--- config.mk ---
export PLATFORM = sky130hd
export DESIGN_NAME = fetch_prefetch_unit
export DESIGN_NICKNAME = d
export VERILOG_FILES = /design/src/rtl/fetch_pkg.sv /design/src/rtl/fetch_queue.sv /design/src/rtl/fetch_prefetch_unit.sv
export SDC_FILE = /design/constraint.sdc
export NUM_CORES = 1
export LEC_CHECK = 0
export ABC_AREA = 1
export CORE_ASPECT_RATIO = 1.4
export CORE_MARGIN = 2
export CORE_UTILIZATION = 55
export CTS_CLUSTER_DIAMETER = 80
export DETAILED_ROUTE_END_ITERATION = 10
export PLACE_DENSITY = 0.84
export SYNTH_ARGS = -nofsm -noshare
export SYNTH_HDL_FRONTEND = slang
export SYNTH_SLANG_ARGS = --single-unit
--- constraint.sdc ---
create_clock -name clk -period 3 [get_ports clk]
set_input_delay 0.45 -clock clk [delete_from_list [all_inputs] [get_ports clk]]
set_output_delay 0.45 -clock clk [all_outputs]
set_load 0.05 [all_outputs]
--- src/rtl/fetch_pkg.sv ---
// Shared widths, defaults and the queue entry type for the fetch stage.
package fetch_pkg;

  localparam int DEF_PC_W        = 12;
  localparam int DEF_INSTR_W     = 16;
  localparam int DEF_QUEUE_DEPTH = 4;
  localparam logic [DEF_PC_W-1:0] DEF_RESET_PC = '0;

  typedef struct packed {
    logic [DEF_PC_W-1:0]    pc;
    logic [DEF_INSTR_W-1:0] instr;
  } fetch_entry_t;

endpackage

--- src/rtl/fetch_queue.sv ---
// In-order prefetch FIFO: head visible combinationally, one cycle from push to head.
// Flush empties it and takes priority over push/pop; the caller's credit logic prevents overflow.
module fetch_queue
  import fetch_pkg::*;
#(
  parameter int  DEPTH   = DEF_QUEUE_DEPTH,
  parameter type entry_t = fetch_entry_t
) (
  input  logic                   clk,
  input  logic                   reset,
  input  logic                   flush,
  input  logic                   push,
  input  entry_t                 push_entry,
  input  logic                   pop,
  output entry_t                 head_entry,
  output logic [$clog2(DEPTH):0] count
);

  localparam int AW = $clog2(DEPTH);
  localparam int CW = AW + 1;

  entry_t        mem [DEPTH];
  logic [AW-1:0] rd_ptr;
  logic [AW-1:0] wr_ptr;
  logic          do_push;
  logic          do_pop;

  assign do_pop  = pop && (count != '0);
  assign do_push = push && ((count != CW'(DEPTH)) || do_pop);

  always_ff @(posedge clk or posedge reset) begin
    if (reset) begin
      rd_ptr <= '0;
      wr_ptr <= '0;
      count  <= '0;
    end else if (flush) begin
      rd_ptr <= '0;
      wr_ptr <= '0;
      count  <= '0;
    end else begin
      if (do_push) wr_ptr <= wr_ptr + AW'(1);
      if (do_pop)  rd_ptr <= rd_ptr + AW'(1);
      count <= count + CW'(do_push) - CW'(do_pop);
    end
  end

  // Storage needs no reset: the head is only observed while count is non-zero.
  always_ff @(posedge clk) begin
    if (do_push && !flush) mem[wr_ptr] <= push_entry;
  end

  assign head_entry = mem[rd_ptr];

endmodule

--- src/rtl/fetch_prefetch_unit.sv ---
// Fetch stage: PC generator, credit-limited requests, discard of stale responses after redirect.
// Optional FETCH_BYPASS_EN forwards a response straight to decode when the queue is empty.
module fetch_prefetch_unit
  import fetch_pkg::*;
#(
  parameter int              PC_W        = DEF_PC_W,
  parameter int              INSTR_W     = DEF_INSTR_W,
  parameter int              QUEUE_DEPTH = DEF_QUEUE_DEPTH,
  parameter logic [PC_W-1:0] RESET_PC    = PC_W'(DEF_RESET_PC)
) (
  input  logic               clk,
  input  logic               reset,
  input  logic               redirect_valid,
  input  logic [PC_W-1:0]    redirect_pc,
  output logic               mem_req_valid,
  input  logic               mem_req_ready,
  output logic [PC_W-1:0]    mem_req_addr,
  input  logic               mem_rsp_valid,
  input  logic [INSTR_W-1:0] mem_rsp_data,
  output logic               out_valid,
  input  logic               out_ready,
  output logic [INSTR_W-1:0] out_instr,
  output logic [PC_W-1:0]    out_pc
);

  localparam int            CW        = $clog2(QUEUE_DEPTH) + 1;
  localparam logic [CW:0]   DEPTH_LIM = (CW+1)'(QUEUE_DEPTH);

  typedef struct packed {
    logic [PC_W-1:0]    pc;
    logic [INSTR_W-1:0] instr;
  } entry_t;

  logic [PC_W-1:0] fetch_pc;
  logic [PC_W-1:0] rsp_pc;
  logic [CW-1:0]   inflight;
  logic [CW-1:0]   discard;
  logic [CW-1:0]   q_count;
  logic            q_empty;
  logic            q_push;
  logic            q_pop;
  logic            req_fire;
  logic            rsp_keep;
  entry_t          rsp_entry;
  entry_t          head_entry;
  entry_t          out_entry;

  // Every buffered or outstanding instruction holds a slot, so a response always fits.
  assign mem_req_valid = !reset && !redirect_valid &&
                         (({1'b0, q_count} + {1'b0, inflight}) < DEPTH_LIM);
  assign mem_req_addr  = fetch_pc;
  assign req_fire      = mem_req_valid && mem_req_ready;

  assign q_empty   = (q_count == '0);
  assign rsp_entry = '{pc: rsp_pc, instr: mem_rsp_data};
  assign rsp_keep  = !reset && !redirect_valid && mem_rsp_valid && (discard == '0);

`ifdef FETCH_BYPASS_EN
  logic bypass;
  assign bypass    = rsp_keep && q_empty;
  assign out_valid = !q_empty || bypass;
  assign out_entry = q_empty ? rsp_entry : head_entry;
  assign q_push    = rsp_keep && !(bypass && out_ready);
`else
  assign out_valid = !q_empty;
  assign out_entry = head_entry;
  assign q_push    = rsp_keep;
`endif

  assign q_pop     = !q_empty && out_ready && !redirect_valid;
  assign out_instr = out_valid ? out_entry.instr : '0;
  assign out_pc    = out_valid ? out_entry.pc    : '0;

  fetch_queue #(
    .DEPTH   (QUEUE_DEPTH),
    .entry_t (entry_t)
  ) u_queue (
    .clk        (clk),
    .reset      (reset),
    .flush      (redirect_valid),
    .push       (q_push),
    .push_entry (rsp_entry),
    .pop        (q_pop),
    .head_entry (head_entry),
    .count      (q_count)
  );

  always_ff @(posedge clk or posedge reset) begin
    if (reset) begin
      fetch_pc <= RESET_PC;
      rsp_pc   <= RESET_PC;
      inflight <= '0;
      discard  <= '0;
    end else if (redirect_valid) begin
      // Everything still outstanding is stale, including anything already marked for discard.
      fetch_pc <= redirect_pc;
      rsp_pc   <= redirect_pc;
      inflight <= inflight - CW'(mem_rsp_valid);
      discard  <= inflight - CW'(mem_rsp_valid);
    end else begin
      if (req_fire) fetch_pc <= fetch_pc + PC_W'(1);
      if (rsp_keep) rsp_pc   <= rsp_pc + PC_W'(1);
      inflight <= inflight + CW'(req_fire) - CW'(mem_rsp_valid);
      if (mem_rsp_valid && (discard != '0)) discard <= discard - CW'(1);
    end
  end

  a_no_rsp_when_full : assert property (@(posedge clk) disable iff (reset)
    !(mem_rsp_valid && (q_count == CW'(QUEUE_DEPTH))));

endmodule

==> run_results.csv, run 1 <==
group,metric,value,unit
clock_tree,clock_latency,420,ps
sta,worstMarginPinSlew,551,ps
clock_tree,h-tree-depth,4,
power,max-vdd-ir-drop,0.000511,V
routing,drt_first_iter_violations,344,
logic_synthesis,synth.top_cell.area_share,49.1,%
worst_setup_path,required,2550,ps
sta,period_needed,2860,ps
sta,skew,7.99,ps
global_route,grt_use_met3,5.50,%
logic_synthesis,synth_top_cell_by_area,"edfxtp_1",
min_path,hold_class,"input pin to asynchronous set/reset pin",
clock_tree,cts_hold_buf,0,
routing,drc,0,
placement,post-dp-hpwl,9.90,mm
sta,max_slew_margin,63.2,%
layout,drive_gt1_share,12.6,%
logic_synthesis,netlist_area,6850,sq um
power,power_frac_clock,26.8,%
logic_synthesis,syn_nets,724,
global_route,grt-busiest-layer,"met2",
sta,fmax,350,MHz
worst_setup_path,slowest_delay,550,ps
global_route,grt_pass1_vias,5257,
power,pwr-share-comb,40.7,%
routing,drt-vias-per-instance,5.69,
logic_synthesis,ys_ff_latch,149,
placement,port_buffers,75,
logic_synthesis,syn_inst,672,
layout,nFillCells,810,
power,p_int,4.91,mW
global_route,grt_first_pass_wirelength,25.1,mm
clock_tree,cts_root_buf,"clkbuf_16",
sta,fin_setup_tns,0,ps
global_route,antenna_found_initial,0,
power,switching_share,37.6,%
worst_setup_path,cp-end-kind,"primary output",
placement,dpl_cell_area,8070,sq um
die,ios,76,
layout,multi_input_area,2220,sq um
die,core_region_area,12300,sq um
placement,dp_cells,882,
worst_setup_path,worst-endpoint-arrival,2410,ps
clock_tree,cts_tree,"built",
global_route,use_met1,28.2,%
die,die-area,13400,sq um
worst_setup_path,critPathKind,"flop to primary output",
routing,drtPass1Iterations,5,
global_route,grt_use_total,24.0,%
clock_tree,clock_path_buffers,2,
sta,setup_viol,0,
layout,regArea,4290,sq um
global_route,met2_usage,41.6,%
logic_synthesis,yosys_warnings,0,
die,rows,48,
routing,vias,5193,
power,power_density,909,nW/um^2
sta,rsz0062_at_grt,"false",
layout,instances_no_fill,913,
clock_tree,postCtsSetupBuffers,0,
worst_setup_path,worst-r2r-setup-slack,490,ps
power,p_sw,2.96,mW
die,die_w,98.3,um
clock_tree,clk_pin_slew,60,ps
worst_setup_path,crit_slowest_cell,"dfrtp_2",
power,seq_power_share,32.5,%
job,drv_cap,0,
layout,final_area,8660,sq um
global_route,grt_max_degree,45,
logic_synthesis,avgSynthCellArea,10.2,sq um
sta,layout_worst_path_cycle_share,95.2,%
sta,hold_violations,0,
worst_setup_path,cp_cell_sequence,"buf_4, nor2_1, nor2_1, o21ai_0, a21oi_1, buf_12",
die,start_util,55.9,%
power,finalPower,7.87,mW
clock_tree,cts_resized,0,
status,outcome,"finished, final reports clean",
routing,detail_route.wl_per_cell,16.9,um
sta,drv_slew,0,
worst_setup_path,worst_path_most_repeated_cell,"nor2_1",
placement,gp_congestion,0.849,
clock_tree,clock_sinks,149,
global_route,overflow,0,
sta,layout_setup_ws,144,ps
logic_synthesis,ys_seq_area_share,62.7,%
routing,ant_nets,0,
layout,n_antenna_cell,0,
worst_setup_path,startpoint_type,"flop",
placement,pre_cts_slack,250,ps
layout,syn_to_final_growth,26.5,%
worst_setup_path,critPathMaxFanout,44,
logic_synthesis,ys_types,34,
power,power_leakage,3.44,nW
layout,nets,803,
clock_tree,cts_buffers,17,
routing,wirelength,15.5,mm
logic_synthesis,synthTopCellsByArea,"edfxtp_1 (49%), dfrtp_1 (14%), nor2_1 (7.6%), nand2_1 (5.5%), o21ai_0 (5.3%)",
die,die_h,136,um
## per-stage QoR
step                      utilization (%)  hold WS, ps
after floorplan                         -          476
after global routing                 70.7          531
after global placement               65.9          505
after detailed placement             65.9          530
after CTS                            70.7          497
final                                70.7          500
## registers in the layout (all words and copies together), names as in the netlist
register and flops:
inflight 3, u_queue.count 3, u_queue.mem 112, u_queue.wr_ptr 2, discard 3, u_queue.rd_ptr 2, mem_req_addr 12, rsp_pc 12
## cells in the final DEF, fill, tap and decap left out, types with 4 or more instances in the layout
master             n
clkinvlp_4         4
inv_1             48
dfrtp_1           36
o211ai_1           4
nor2_2             8
xor2_1             5
ha_1              16
buf_4             11
a21oi_1           36
o21ai_0           73
edfxtp_1         112
clkinv_2           4
buf_12            32
nand3_1           40
nor2_1           134
clkdlybuf4s50_1   46
clkbuf_16         17
nand2_1          101
## power groups by stage
stage / clock network (mW) / logic, mW / registers [mW]
after CTS: 2.13 / 3.22 / 2.55
final: 2.11 / 3.21 / 2.56
after global placement: 0 / 3.12 / 2.58
after floorplan: 0 / 1.74 / 2.66
after global routing: 2.22 / 3.39 / 2.57
after detailed placement: 0 / 3.20 / 2.59
## cells in the mapped netlist
library cell  number
buf_4              2
nand2_8            2
a21oi_1           36
fa_1               2
o211ai_1           4
or2_2              2
o21a_1             1
xnor2_1            2
buf_1              3
buf_2             10
nor2_8             2
nand4_1            3
o21ai_0           73
nand3_1           40
a31oi_1            1
inv_2              3
nand2_4            1
o21ai_2            2
edfxtp_1         112
buf_6              2
a21boi_0           2
nor3_1             1
o21ai_1            3
nor2_2             3
buf_12             1
clkbuf_1          11
nor2_1           139
inv_1             48
dfrtp_1           37
ha_1              16
xor2_1             5
nand2_1          101
nand4_2            1
nand2_2            1
## critical path, delay by kind of cell, from the launching register on
family	cells	cell delay, ps
buffers and inverters	2	670
AND/OR/NAND/NOR	2	250
AO/OA/AOI/OAI	2	490
flip-flops	1	550
## kinds of logic (layout without fill, tap and decap cells)
| group | count (synthesis) | after routing | share of synthesized area (%) |
|---|---|---|---|
| flops | 149 | 149 | 62.7 |
| fa+ha+maj | 18 | 18 | 3.51 |
| simple gates | 296 | 296 | 18.5 |
| compound gates | 122 | 122 | 9.30 |
| buf+inv | 80 | 171 | 5.14 |
| xor+xnor | 7 | 7 | 0.896 |
## final timing paths
check | cells after the start | startpoint | end
setup / recovery | 6 | u_queue.rd_ptr[0] | out_instr[10]
hold / removal | 2 | reset | u_queue.count[1]
setup reg to reg | 11 | u_queue.count[1] | inflight[2]
hold reg to reg | 0 | rsp_pc[9] | u_queue.mem[2][25]
max in group asynchronous | 3 | reset | rsp_pc[3]
min in group clk | 0 | rsp_pc[9] | u_queue.mem[2][25]
## cell type report
type | count | share of cell area (%)
Multi-Input combinational cell | 443 | 25.6
Inverter | 51 | 2.21
Sequential cell | 149 | 49.6
Clock inverter | 13 | 1.82
Clock buffer | 18 | 4.96
Timing Repair Buffer | 89 | 13.7
Tap cell | 150 | 2.17
## metal layers
layer | routed length, um | part of all wire [%] | up-vias
li1 | - | - | 2427
met1 | 5800 | 38 | 2491
met2 | 8220 | 53 | 240
met3 | 1040 | 6.7 | 35
met4 | 383 | 2.5 | 0
met5 | 0 | 0 | -
Power figures use the tool's default switching activity.
==> inputs of run 2 (changes only) <==
- CTS_CLUSTER_SIZE: default -> 20
==> results of run 2 <==
Final layout, timing and power as in run 1 (identical DEF).
